**config.mk**
```make
export PLATFORM = sky130hd
export DESIGN_NAME = ts_packet_sync
export DESIGN_NICKNAME = d
export VERILOG_FILES = /design/src/rtl/ts_pkg.sv /design/src/rtl/ts_packet_sync.sv
export SDC_FILE = /design/constraint.sdc
export NUM_CORES = 1
export LEC_CHECK = 0
export BUFFER_PORTS_ARGS = -buffer_cell sky130_fd_sc_hd__clkbuf_2
export CORE_ASPECT_RATIO = 0.8
export CORE_MARGIN = 1
export CORE_UTILIZATION = 35
export DETAILED_ROUTE_END_ITERATION = 10
export PLACE_DENSITY = 0.54
export SLEW_MARGIN = 40
export SYNTH_ARGS = -nofsm -noshare
export SYNTH_HDL_FRONTEND = slang
export SYNTH_SLANG_ARGS = --single-unit
```
**constraint.sdc**
```tcl
create_clock -name rclk -period 2.3 [get_ports rclk]
set_input_delay 0.345 -clock rclk [delete_from_list [all_inputs] [get_ports rclk]]
set_output_delay 0.345 -clock rclk [all_outputs]
set_load 0.05 [all_outputs]
```
**src/rtl/ts_pkg.sv**
```systemverilog
`default_nettype none
// ============================================================================
// Module      : ts_pkg
// Description : Shared MPEG2-TS constants and the packet-sync state encoding.
// Revision    : 1.0 - initial release
// ============================================================================
package ts_pkg;

  localparam int                  TS_PKT_LEN   = 188;
  localparam logic [7:0]          TS_SYNC_BYTE = 8'h47;
  localparam int                  TS_PID_W     = 13;

  // Reserved PIDs, exported for the downstream QoS logic.
  localparam logic [TS_PID_W-1:0] NULL_PID     = 13'h1FFF;
  localparam logic [TS_PID_W-1:0] PAT_PID      = 13'h0000;

  typedef enum logic [1:0] {
    HUNT   = 2'd0,
    VERIFY = 2'd1,
    LOCKED = 2'd2
  } ts_state_e;

endpackage : ts_pkg
`default_nettype wire

```
**src/rtl/ts_packet_sync.sv**
```systemverilog
`default_nettype none
// ============================================================================
// Module      : ts_packet_sync
// Description : Hunts for the TS sync byte at PKT_LEN spacing in an unaligned
//               byte stream, locks after LOCK_COUNT consecutive syncs and then
//               forwards packet-aligned bytes with sop/eop, extracting PID/TEI.
// Ports       : rclk/rrst     - clock, synchronous active-high reset
//               data_in       - stream byte, qualified by valid_in
//               data_out      - aligned byte, qualified by valid_out
//               sop/eop       - first/last byte of a packet (with valid_out)
//               pid/tei       - header fields, updated with pid_valid pulse
//               locked        - high while aligned
//               sync_loss     - one-cycle pulse when lock is dropped
// Revision    : 1.0 - initial release
// ============================================================================
module ts_packet_sync
  import ts_pkg::*;
#(
  parameter int                    DATA_WIDTH = 8,
  parameter int                    PKT_LEN    = TS_PKT_LEN,
  parameter logic [DATA_WIDTH-1:0] SYNC_BYTE  = TS_SYNC_BYTE,
  parameter int                    LOCK_COUNT = 3,   // must be >= 2
  parameter int                    LOSS_COUNT = 3
) (
  input  logic                  rclk,
  input  logic                  rrst,
  input  logic [DATA_WIDTH-1:0] data_in,
  input  logic                  valid_in,
  output logic [DATA_WIDTH-1:0] data_out,
  output logic                  valid_out,
  output logic                  sop,
  output logic                  eop,
  output logic [TS_PID_W-1:0]   pid,
  output logic                  tei,
  output logic                  pid_valid,
  output logic                  locked,
  output logic                  sync_loss
);

  localparam int IDX_W  = $clog2(PKT_LEN);
  localparam int GOOD_W = $clog2(LOCK_COUNT + 1);
  localparam int MISS_W = $clog2(LOSS_COUNT + 1);

  localparam logic [IDX_W-1:0]  IDX_LAST  = IDX_W'(PKT_LEN - 1);
  localparam logic [IDX_W-1:0]  IDX_ONE   = IDX_W'(1);
  localparam logic [IDX_W-1:0]  IDX_TWO   = IDX_W'(2);
  localparam logic [GOOD_W-1:0] GOOD_LOCK = GOOD_W'(LOCK_COUNT);
  localparam logic [MISS_W-1:0] MISS_LOSS = MISS_W'(LOSS_COUNT);

  ts_state_e           state_q, state_d;
  logic [IDX_W-1:0]    idx_q, idx_d, idx_inc;
  logic [GOOD_W-1:0]   good_q, good_d, good_inc;
  logic [MISS_W-1:0]   miss_q, miss_d, miss_inc;
  logic                tei_hdr_q, tei_hdr_d;
  logic [4:0]          pid_hi_q, pid_hi_d;

  logic [DATA_WIDTH-1:0] data_d;
  logic                  valid_d, sop_d, eop_d, pid_valid_d, sync_loss_d, tei_d;
  logic [TS_PID_W-1:0]   pid_d;
  logic                  is_sync;

  assign is_sync  = (data_in == SYNC_BYTE);
  assign idx_inc  = (idx_q == IDX_LAST) ? '0 : idx_q + IDX_ONE;
  assign good_inc = good_q + GOOD_W'(1);
  assign miss_inc = miss_q + MISS_W'(1);

  // Next-state, counters and output values; registered below so every
  // output appears one cycle after the byte that caused it.
  always_comb begin
    state_d     = state_q;
    idx_d       = idx_q;
    good_d      = good_q;
    miss_d      = miss_q;
    tei_hdr_d   = tei_hdr_q;
    pid_hi_d    = pid_hi_q;
    data_d      = data_out;   // hold last byte when nothing is forwarded
    valid_d     = 1'b0;
    sop_d       = 1'b0;
    eop_d       = 1'b0;
    pid_d       = pid;
    tei_d       = tei;
    pid_valid_d = 1'b0;
    sync_loss_d = 1'b0;

    case (state_q)
      HUNT: begin
        if (valid_in && is_sync) begin
          state_d = VERIFY;
          idx_d   = IDX_ONE;
          good_d  = GOOD_W'(1);
        end
      end

      VERIFY: begin
        if (valid_in) begin
          if (idx_q == '0) begin
            if (is_sync) begin
              idx_d  = IDX_ONE;
              good_d = good_inc;
              if (good_inc == GOOD_LOCK) begin
                // The confirming sync byte is the first forwarded byte.
                state_d = LOCKED;
                good_d  = '0;
                miss_d  = '0;
                valid_d = 1'b1;
                data_d  = data_in;
                sop_d   = 1'b1;
              end
            end else begin
              // Mismatched byte is discarded, not reconsidered as a sync.
              state_d = HUNT;
              idx_d   = '0;
              good_d  = '0;
            end
          end else begin
            idx_d = idx_inc;
          end
        end
      end

      LOCKED: begin
        if (valid_in) begin
          idx_d = idx_inc;
          if ((idx_q == '0) && !is_sync && (miss_inc == MISS_LOSS)) begin
            state_d     = HUNT;
            idx_d       = '0;
            miss_d      = '0;
            sync_loss_d = 1'b1;
          end else begin
            valid_d = 1'b1;
            data_d  = data_in;
            sop_d   = (idx_q == '0);
            eop_d   = (idx_q == IDX_LAST);
            if (idx_q == '0) begin
              miss_d = is_sync ? '0 : miss_inc;
            end
            if (idx_q == IDX_ONE) begin
              tei_hdr_d = data_in[7];
              pid_hi_d  = data_in[4:0];
            end
            if (idx_q == IDX_TWO) begin
              pid_d       = {pid_hi_q, data_in};
              tei_d       = tei_hdr_q;
              pid_valid_d = 1'b1;
            end
          end
        end
      end

      default: begin
        state_d = HUNT;
        idx_d   = '0;
        good_d  = '0;
        miss_d  = '0;
      end
    endcase
  end

  always_ff @(posedge rclk) begin
    if (rrst) begin
      state_q   <= HUNT;
      idx_q     <= '0;
      good_q    <= '0;
      miss_q    <= '0;
      tei_hdr_q <= 1'b0;
      pid_hi_q  <= '0;
      data_out  <= '0;
      valid_out <= 1'b0;
      sop       <= 1'b0;
      eop       <= 1'b0;
      pid       <= '0;
      tei       <= 1'b0;
      pid_valid <= 1'b0;
      locked    <= 1'b0;
      sync_loss <= 1'b0;
    end else begin
      state_q   <= state_d;
      idx_q     <= idx_d;
      good_q    <= good_d;
      miss_q    <= miss_d;
      tei_hdr_q <= tei_hdr_d;
      pid_hi_q  <= pid_hi_d;
      data_out  <= data_d;
      valid_out <= valid_d;
      sop       <= sop_d;
      eop       <= eop_d;
      pid       <= pid_d;
      tei       <= tei_d;
      pid_valid <= pid_valid_d;
      locked    <= (state_d == LOCKED);
      sync_loss <= sync_loss_d;
    end
  end

endmodule : ts_packet_sync
`default_nettype wire

```
==> results of run 1 <==
[cell type report]
cell class                 count  area, um^2  share of cell area
clock buffer                   5        68.8              0.0242
clock inverter                 2        60.1              0.0211
inverter                      10        37.5              0.0132
multi-input combinational    175        1260               0.444
sequential                    48         962               0.338
tap                           81         101              0.0356
timing repair buffer          58         353               0.124
[timing repair]
| item | in CTS | in global routing |
|---|---|---|
| endpoints found under the setup margin | 0 | 3 |
| buffers inserted | 0 | 0 |
| hold endpoints to repair | 0 | 0 |
| gates resized for setup | 0 | 3 |
[critical path, stage by stage (launching register included)]
cell,delay (ns)
dfxtp_1,0.38
nor4_4,0.49
a21oi_2,0.11
or4_4,0.51
or4_1,0.47
a21oi_1,0.15
[power by group]
part	switching, uW	internal (uW)	total, uW
registers	0.174	830	831
clock network	278	428	705
logic	41.0	17.4	58.4
[cell usage after synthesis, types with 2 or more instances]
cell,number
dfxtp_1,48
nor2_1,33
mux2i_1,28
nand2_1,22
clkbuf_1,10
inv_1,10
ha_1,9
a211oi_1,7
nand3_1,7
nor3_1,6
xnor2_1,6
a21oi_1,5
and2_1,4
nand4_1,4
and3_1,3
o21ai_0,3
a21oi_2,2
a221oi_1,2
nor2b_1,2
o2111ai_1,2
or4b_1,2
[how the worst max path moves through the flow]
| stage | from | end | slack (ns) | depth (start not counted) |
|---|---|---|---|---|
| 3_3_place_gp | data_in[3] | miss_q[1] | 0.08 | 6 |
| 6_report | idx_q[3] | good_q[1] | 0.12 | 5 |
| 3_5_place_dp | data_in[3] | idx_q[1] | 0.03 | 6 |
| 2_1_floorplan | idx_q[0] | good_q[1] | 0.15 | 7 |
| 5_1_grt | idx_q[3] | locked | 0.004 | 5 |
| 4_1_cts | idx_q[0] | good_q[1] | 0.11 | 7 |
[flip-flops by register name, indices dropped and copies added (netlist names), 2 cells and up]
register / flops
idx_q: 8
pid_hi_q: 5
good_q: 2
data_out: 8
pid: 13
miss_q: 2
state_q: 2
[through the flow]
step	power (uW)	worst slack, ns	instance area [um^2]
5_1_grt	1650	0.00438	2850
3_5_place_dp	909	0.0323	2700
3_3_place_gp	909	0.0838	2700
4_1_cts	1610	0.105	2830
2_1_floorplan	879	0.148	2290
6_report	1590	0.124	2850
[kinds of logic (layout without fill, tap and decap cells)]
| kind of cell | count (synthesis) | count (layout) | share of synthesized area |
|---|---|---|---|
| AOI/OAI and AO/OA | 34 | 34 | 0.120 |
| xor gates and xnor gates | 6 | 6 | 0.0229 |
| adders and majority gates | 9 | 9 | 0.0491 |
| buffers and inverters | 21 | 75 | 0.0349 |
| DFF | 48 | 48 | 0.419 |
| muxes | 28 | 28 | 0.122 |
| and+or+nand+nor | 98 | 98 | 0.232 |
[per-layer routing]
metal,part of all wire,track usage
met5,0,0
met4,0.010,0.0573
met3,0.034,0.0337
met2,0.40,0.236
met1,0.55,0.244
==> impl_metrics.csv, run 1 <==
group,metric,value,unit
floorplan,io_pins,39,
sta,tightest_slew,0.591,ns
synthesis,yosysTopAreaCellShare,0.419,
synthesis,yosys.cell_types.count,50,
critical_path,required,2.53,ns
sta,fin_crit_sh,0.946,
global_route,grt_pass1_vias,1732,
layout,fin_cells,379,
critical_path,rrSetupSlack,0.12,ns
routing,avgRoutedWirePerCell,14.4,um
job,maxCapViolations,0,
sta,relSlewSlack,0.606,
clock_network,cts_buffer_depth,2,
routing,routed_wl,5470,um
sta,period_minus_slack,2.18,ns
sta,fin_hold_ws,0.322,ns
critical_path,cp-start-kind,"flip-flop",
critical_path,rr_worst_depth,5,
clock_network,cts_sinks,48,
synthesis,ys_ff_latch,48,
power,power_density,560,mW/mm^2
hold_path,hp-class,"in -> reg",
power,ir_drop,0.337,mV
placed_design,place_inst,372,
floorplan,rows,25,
clock_network,htreeDepth,2,
floorplan,die_area,0.00688,mm^2
critical_path,endpoint_kind,"flip-flop",
synthesis,synth-main-ff-cell,"dfxtp_1",
critical_path,rr_endpoint,"good_q[1]",
synthesis,synth-seq-area-share,0.419,
placed_design,portBuffers,38,
synthesis,syn-instance-count,244,
routing,drt-initial-drc-count,75,
hold_path,min_to,"data_out[6]",
clock_network,root_buffer,"clkbuf_8",
layout,final_cell_mix,"dfxtp_1, clkbuf_2, nor2_1",
global_route,antenna_found_initial,0,
global_route,grt_pass1_wl,8760,um
hold_path,holdPathStages,3,
layout,diodes,0,
critical_path,worstPathMaxFanout,7,
synthesis,yosys_warnings,0,
layout,utilization,0.466,
global_route,grt_start_max_net_pins,36,
clock_network,numCtsBuffers,5,
sta,hold_violations,0,
sta,timing.fmax,0.460,GHz
synthesis,synth_area_leaders,"dfxtp_1, mux2i_1, nor2_1",
layout,mostFrequentLayoutCell,"dfxtp_1",
routing,vias_per_cell,5.02,
power,leakagePower,0.00126,uW
synthesis,netlist_area,0.00229,mm^2
sta,grt_setup_unrepaired,"false",
floorplan,die_h,74.4,um
routing,antenna_left,0,
placed_design,place_congestion,0.778,
routing,vias,1904,
critical_path,arrival,2.41,ns
global_route,grt_overflow,0,
global_route,grt_usage,0.165,
critical_path,critical_path_class,"reg -> reg",
floorplan,die_w,92.5,um
sta,setup_viol,0,
routing,drt_first_pass_iters,4,
outcome,status,"finished, final reports clean",
synthesis,synth_top_area_cell,"dfxtp_1",
floorplan,core,0.00610,mm^2
sta,slew_viol_final,0,
floorplan,start_util,0.376,
layout,final_nets,318,
clock_network,clk_pin_slew,0.09,ns
sta,skew,0.00523,ns
placed_design,dp_hpwl,4020,um
critical_path,reg2reg_from,"idx_q[3]",
clock_network,insertion_delay,0.30,ns
layout,area_delta_synth_final,24.1,%
clock_network,cts_tree,"yes",
synthesis,synth_nets,264,
clock_network,cts_hold_buf,0,
synthesis,postSynthAreaPerCell,9.39,um^2
synthesis,synth_edf_count,0,
layout,fillers,601,
routing,post-route-drc-count,0,
sta,tns,0,ns
synthesis,synthArstFlopShare,0,
layout,drive_gt1_frac,0.262,
hold_path,min_from,"data_in[6]",
Power figures use the tool's default switching activity.
==> run 2: changes to the inputs <==
--- a/config.mk
+++ b/config.mk
@@ -6,11 +6,10 @@
 export NUM_CORES = 1
 export LEC_CHECK = 0
 export BUFFER_PORTS_ARGS = -buffer_cell sky130_fd_sc_hd__clkbuf_2
-export CORE_ASPECT_RATIO = 0.8
 export CORE_MARGIN = 1
 export CORE_UTILIZATION = 35
 export DETAILED_ROUTE_END_ITERATION = 10
-export PLACE_DENSITY = 0.54
+export PLACE_DENSITY = 0.61
 export SLEW_MARGIN = 40
 export SYNTH_ARGS = -nofsm -noshare
 export SYNTH_HDL_FRONTEND = slang
==> run 2 against run 1 <==
Against the previous run: clock power increased by 4.4%; sequential power barely moved; register-to-register slack worse by 0.02 ns; power up 2.2%; fmax shrank 1.0%; critical path depth rose by 2; first-iteration DRC count up 40%; global-route usage decreased by 0.48 points; critical path type unchanged; clock skew grew 0.00068 ns.
==> impl_metrics.csv, run 2 (synthesized netlist as in run 1, its figures left out) <==
group,metric,value,unit
critical_path,arrival,2.43,ns
clock_network,cts_hold_buf,0,
floorplan,die_h,82.9,um
clock_network,cts_buffer_depth,2,
sta,grt_setup_unrepaired,"true",
routing,routed_wl,5380,um
sta,tightest_slew,0.591,ns
critical_path,rr_worst_depth,7,
sta,hold_violations,0,
clock_network,numCtsBuffers,5,
layout,final_cell_mix,"dfxtp_1, clkbuf_2, nor2_1",
global_route,grt_overflow,0,
placed_design,place_congestion,0.958,
hold_path,min_to,"data_out[6]",
sta,setup_viol,0,
clock_network,htreeDepth,2,
sta,timing.fmax,0.455,GHz
power,ir_drop,0.365,mV
critical_path,required,2.53,ns
global_route,grt_pass1_wl,9040,um
clock_network,clk_pin_slew,0.09,ns
critical_path,endpoint_kind,"flip-flop",
layout,drive_gt1_frac,0.265,
routing,drt_first_pass_iters,4,
global_route,grt_usage,0.160,
floorplan,core,0.00635,mm^2
routing,vias,1928,
critical_path,rr_endpoint,"good_q[1]",
floorplan,start_util,0.361,
outcome,status,"finished, final reports clean",
floorplan,die_area,0.00688,mm^2
global_route,grt_start_max_net_pins,27,
routing,vias_per_cell,5.14,
sta,slew_viol_final,0,
routing,drt-initial-drc-count,105,
placed_design,portBuffers,38,
layout,top_regs,"pid: 13 flops, data_out: 8 flops, idx_q: 8 flops",
critical_path,rrSetupSlack,0.10,ns
sta,relSlewSlack,0.604,
power,fin_total_pwr,1630,uW
floorplan,rows,29,
clock_network,root_buffer,"clkbuf_8",
placed_design,dp_hpwl,4070,um
layout,largest_reg_flops,13,
clock_network,insertion_delay,0.30,ns
clock_network,cts_tree,"yes",
critical_path,reg2reg_from,"state_q[1]",
layout,diodes,0,
global_route,grt_pass1_vias,1904,
hold_path,holdPathStages,3,
sta,fin_crit_sh,0.956,
layout,final_nets,317,
layout,area_delta_synth_final,24.1,%
layout,fin_area,0.00284,mm^2
critical_path,worstPathMaxFanout,7,
critical_path,critical_path_class,"reg -> reg",
placed_design,dpl_cell_area,0.00269,mm^2
global_route,antenna_found_initial,0,
routing,avgRoutedWirePerCell,14.4,um
clock_network,cts_sinks,48,
sta,skew,0.00591,ns
routing,antenna_left,0,
routing,post-route-drc-count,0,
hold_path,hp-class,"in -> reg",
floorplan,die_w,82.9,um
job,maxCapViolations,0,
power,leakagePower,0.00126,uW
floorplan,io_pins,39,
sta,period_minus_slack,2.20,ns
critical_path,cp-start-kind,"flip-flop",
hold_path,min_from,"data_in[6]",
power,power_density,573,mW/mm^2
layout,largest-register,"pid",
layout,mostFrequentLayoutCell,"dfxtp_1",
-- run 2: cell types whose count changed in the layout (fill, tap and decap cells not counted), sizes merged --
cell / before / now
buf: 20 / 19
inv: 10 / 11
-- run 2: final cells by class --
| cell class | count | area, um^2 |
|---|---|---|
| Timing Repair Buffer | 57 | 345 |
| Tap cell | 77 | 96.3 |
| Multi-Input combinational cell | 175 | 1260 |
| Clock inverter | 3 | 68.8 |
| Clock buffer | 5 | 68.8 |
| Inverter | 10 | 37.5 |
| Fill cell | 619 | 3510 |
| Sequential cell | 48 | 962 |
-- run 2: layer usage --
metal  up-vias  share of wire  track usage
li1        976              -            -
met5         -              0            0
met2        43           0.49        0.282
met1       904           0.45        0.198
met4         0         0.0084       0.0329
met3         5          0.050       0.0388
-- run 2: worst max-delay path, cell delays in order, from the launching register on --
cell,delay [ns]
dfxtp_1,0.39
inv_1,0.08
ha_1,0.29
inv_1,0.15
a21oi_2,0.07
or4_4,0.52
or4_1,0.48
a21oi_1,0.15
-- run 2: worst max-delay path by stage --
stage	end	slack [ns]	cells after the start	from
floorplan	good_q[1]	0.15	7	idx_q[0]
global placement	good_q[1]	0.10	7	idx_q[1]
detailed placement	good_q[1]	0.09	7	idx_q[1]
CTS	good_q[1]	0.06	7	idx_q[1]
global route	good_q[1]	-0.03	5	idx_q[7]
finish	good_q[1]	0.10	7	state_q[1]
-- run 2: power breakdown --
group	total, uW	internal (uW)	switching [uW]
registers	831	830	0.174
clock network	736	438	298
logic	62.2	21.5	40.7
-- run 2: repair_timing --
action / in CTS / in global routing
buffers inserted: 0 / 0
setup endpoints to repair: 0 / 7
gates resized for setup: 0 / 4
-- run 2: per-stage QoR --
stage | util | hold WS, ns | TNS [ns] | std cells | worst slack (ns)
floorplan | - | 0.447 | 0 | 244 | 0.148
global placement | 0.424 | 0.446 | 0 | 367 | 0.104
detailed placement | 0.424 | 0.446 | 0 | 367 | 0.0934
CTS | 0.446 | 0.317 | 0 | 375 | 0.0579
global route | 0.448 | 0.327 | -0.0255 | 375 | -0.0255
finish | 0.448 | 0.319 | 0 | 375 | 0.102
==> run 3: changes to the inputs <==
--- a/config.mk
+++ b/config.mk
@@ -5,6 +5,7 @@
 export SDC_FILE = /design/constraint.sdc
 export NUM_CORES = 1
 export LEC_CHECK = 0
+export ABC_AREA = 1
 export BUFFER_PORTS_ARGS = -buffer_cell sky130_fd_sc_hd__clkbuf_2
 export CORE_MARGIN = 1
 export CORE_UTILIZATION = 35
==> run 3 against run 2 <==
Against the previous run: via count rose by 15%; sequential power barely moved; critical endpoint is now idx_q[5]; largest power group unchanged; worst setup slack improved by 0.35 ns.
==> impl_metrics.csv, run 3 <==
group,metric,value,unit
synthesis,postSynthAreaPerCell,7.54,um^2
job,maxCapViolations,0,
power,power_density,528,mW/mm^2
critical_path,endpoint_kind,"flip-flop",
synthesis,synth_commonest_cells,"nand2_1, nor2_1, dfxtp_1",
clock_network,numCtsBuffers,5,
synthesis,synth_edf_count,0,
layout,area_delta_synth_final,14.4,%
layout,fillers,760,
clock_network,htreeDepth,2,
placed_design,portBuffers,38,
critical_path,cp-start-kind,"flip-flop",
synthesis,synth_area_leaders,"dfxtp_1, nand2_1, nor2_1",
sta,slew_viol_final,0,
global_route,grt_overflow,0,
placed_design,place_congestion,0.853,
routing,antenna_left,0,
floorplan,core,0.00691,mm^2
synthesis,ys_ff_latch,48,
floorplan,rows,30,
sta,skew,0.0101,ns
floorplan,die_area,0.00758,mm^2
synthesis,synth-main-ff-cell,"dfxtp_1",
global_route,antenna_found_initial,0,
synthesis,netlist_area,0.00253,mm^2
synthesis,yosys_warnings,0,
global_route,grt_start_max_net_pins,26,
clock_network,cts_tree,"yes",
critical_path,critical_path_class,"reg -> reg",
sta,tightest_slew,0.389,ns
routing,vias,2213,
sta,timing.fmax,0.542,GHz
layout,mostFrequentLayoutCell,"nand2_1",
power,ir_drop,0.290,mV
layout,largest-register,"pid",
global_route,grt_pass1_wl,9440,um
floorplan,die_h,87.1,um
layout,largest_reg_flops,13,
synthesis,synth-seq-area-share,0.379,
clock_network,insertion_delay,0.30,ns
power,leakagePower,0.00123,uW
sta,tns,0,ns
outcome,status,"finished, final reports clean",
routing,drt-met1-wl,2700,um
sta,setup_viol,0,
sta,fin_crit_sh,0.803,
layout,final_nets,393,
hold_path,hp-class,"in -> reg",
routing,wl_met2,2600,um
routing,avgRoutedWirePerCell,11.9,um
synthesis,synth_top_area_cell,"dfxtp_1",
clock_network,cts_hold_buf,0,
critical_path,required,2.54,ns
floorplan,die_w,87.1,um
placed_design,dp_hpwl,4190,um
critical_path,arrival,2.09,ns
clock_network,cts_buffer_depth,2,
clock_network,clk_pin_slew,0.10,ns
sta,period_minus_slack,1.85,ns
floorplan,start_util,0.367,
layout,diodes,0,
routing,routed_wl,5570,um
routing,drt_first_pass_iters,5,
global_route,grt_usage,0.158,
layout,final_cell_mix,"nand2_1, nor2_1, dfxtp_1",
critical_path,worstPathMaxFanout,9,
clock_network,ctsResizeCount,0,
routing,post-route-drc-count,0,
clock_network,root_buffer,"clkbuf_8",
sta,fin_hold_ws,0.335,ns
sta,relSlewSlack,0.740,
sta,hold_violations,0,
global_route,grt_pass1_vias,2036,
synthesis,yosys.cell_types.count,32,
routing,drt-initial-drc-count,84,
synthesis,yosysMostFrequentCell,"nand2_1",
synthesis,synthArstFlopShare,0,
routing,vias_per_cell,4.71,
layout,top_regs,"pid: 13 flops, data_out: 8 flops, idx_q: 8 flops",
synthesis,synth_nets,356,
routing,wl_met3,231,um
synthesis,yosysTopAreaCellShare,0.379,
synthesis,syn-instance-count,336,
sta,grt_setup_unrepaired,"false",
clock_network,post_cts_buffers,0,
layout,drive_gt1_frac,0.243,
clock_network,cts_sinks,48,
routing,top_layer,"met4",
floorplan,io_pins,39,
[run 3: cell types whose count changed after synthesis, sizes merged, moves of 8 or more]
cell | before | now
nand2 | 22 | 78
inv | 10 | 42
mux2i | 28 | 0
nor2 | 33 | 57
a21oi | 7 | 29
nand4 | 4 | 19
nand3 | 7 | 17
o21bai | 0 | 8
[run 3: power breakdown]
part / total, uW / leakage (uW) / switching, uW / internal (uW)
registers: 832 / 0.000386 / 0.589 / 831
logic: 62.9 / 0.000791 / 44.8 / 18.0
clock network: 634 / 0.0000548 / 307 / 328
total: 1530 / 0.00123 / 352 / 1180
[run 3: worst paths after layout]
check / slack (ns) / end / cells after the start / start
setup / recovery: 0.45 / idx_q[5] / 10 / state_q[1]
hold / removal: 0.33 / pid[6] / 3 / data_in[6]
setup reg to reg: 0.45 / idx_q[5] / 10 / state_q[1]
hold reg to reg: 0.47 / pid[2] / 2 / pid[2]
[run 3: worst max-delay path, stage by stage (launching register included)]
cell	delay, ns
dfxtp_1	0.35
inv_1	0.08
ha_1	0.32
inv_2	0.10
o21ai_0	0.23
nand2_1	0.13
nand2_2	0.18
nand2_1	0.12
nand2_1	0.12
nand2_1	0.06
nor2_1	0.08
[run 3: kinds of logic (layout without fill, tap and decap cells)]
kind of cell | Yosys count | in the layout | synth area share
XOR/XNOR | 4 | 4 | 0.0138
buffers and inverters | 53 | 91 | 0.0983
AO/OA/AOI/OAI | 46 | 46 | 0.118
AND/OR/NAND/NOR | 176 | 176 | 0.346
adder cells (fa/ha/maj) | 9 | 9 | 0.0445
flip-flops | 48 | 48 | 0.379
[run 3: layout make-up]
class,count,area (um^2),share of cell area
Multi-Input combinational cell,235,1320,0.457
Sequential cell,48,961,0.332
Timing Repair Buffer,41,213,0.0734
Inverter,42,165,0.0570
Tap cell,96,120,0.0415
Clock buffer,5,68.8,0.0238
Clock inverter,3,46.3,0.0160
[run 3: metrics by stage]
step / utilization / std cells / cell area [um^2] / setup WS, ns / power [uW]
2_1_floorplan: - / 336 / 2530 / 0.717 / 886
3_3_place_gp: 0.403 / 462 / 2780 / 0.452 / 914
3_5_place_dp: 0.403 / 462 / 2780 / 0.444 / 914
4_1_cts: 0.419 / 470 / 2900 / 0.444 / 1550
5_1_grt: 0.419 / 470 / 2900 / 0.268 / 1600
6_report: 0.419 / 470 / 2900 / 0.454 / 1530
[run 3: layer usage]
layer,global-route usage,up-vias
met1,0.204,999
met5,0,-
li1,-,1154
met2,0.270,56
met3,0.0303,4
met4,0.0379,0
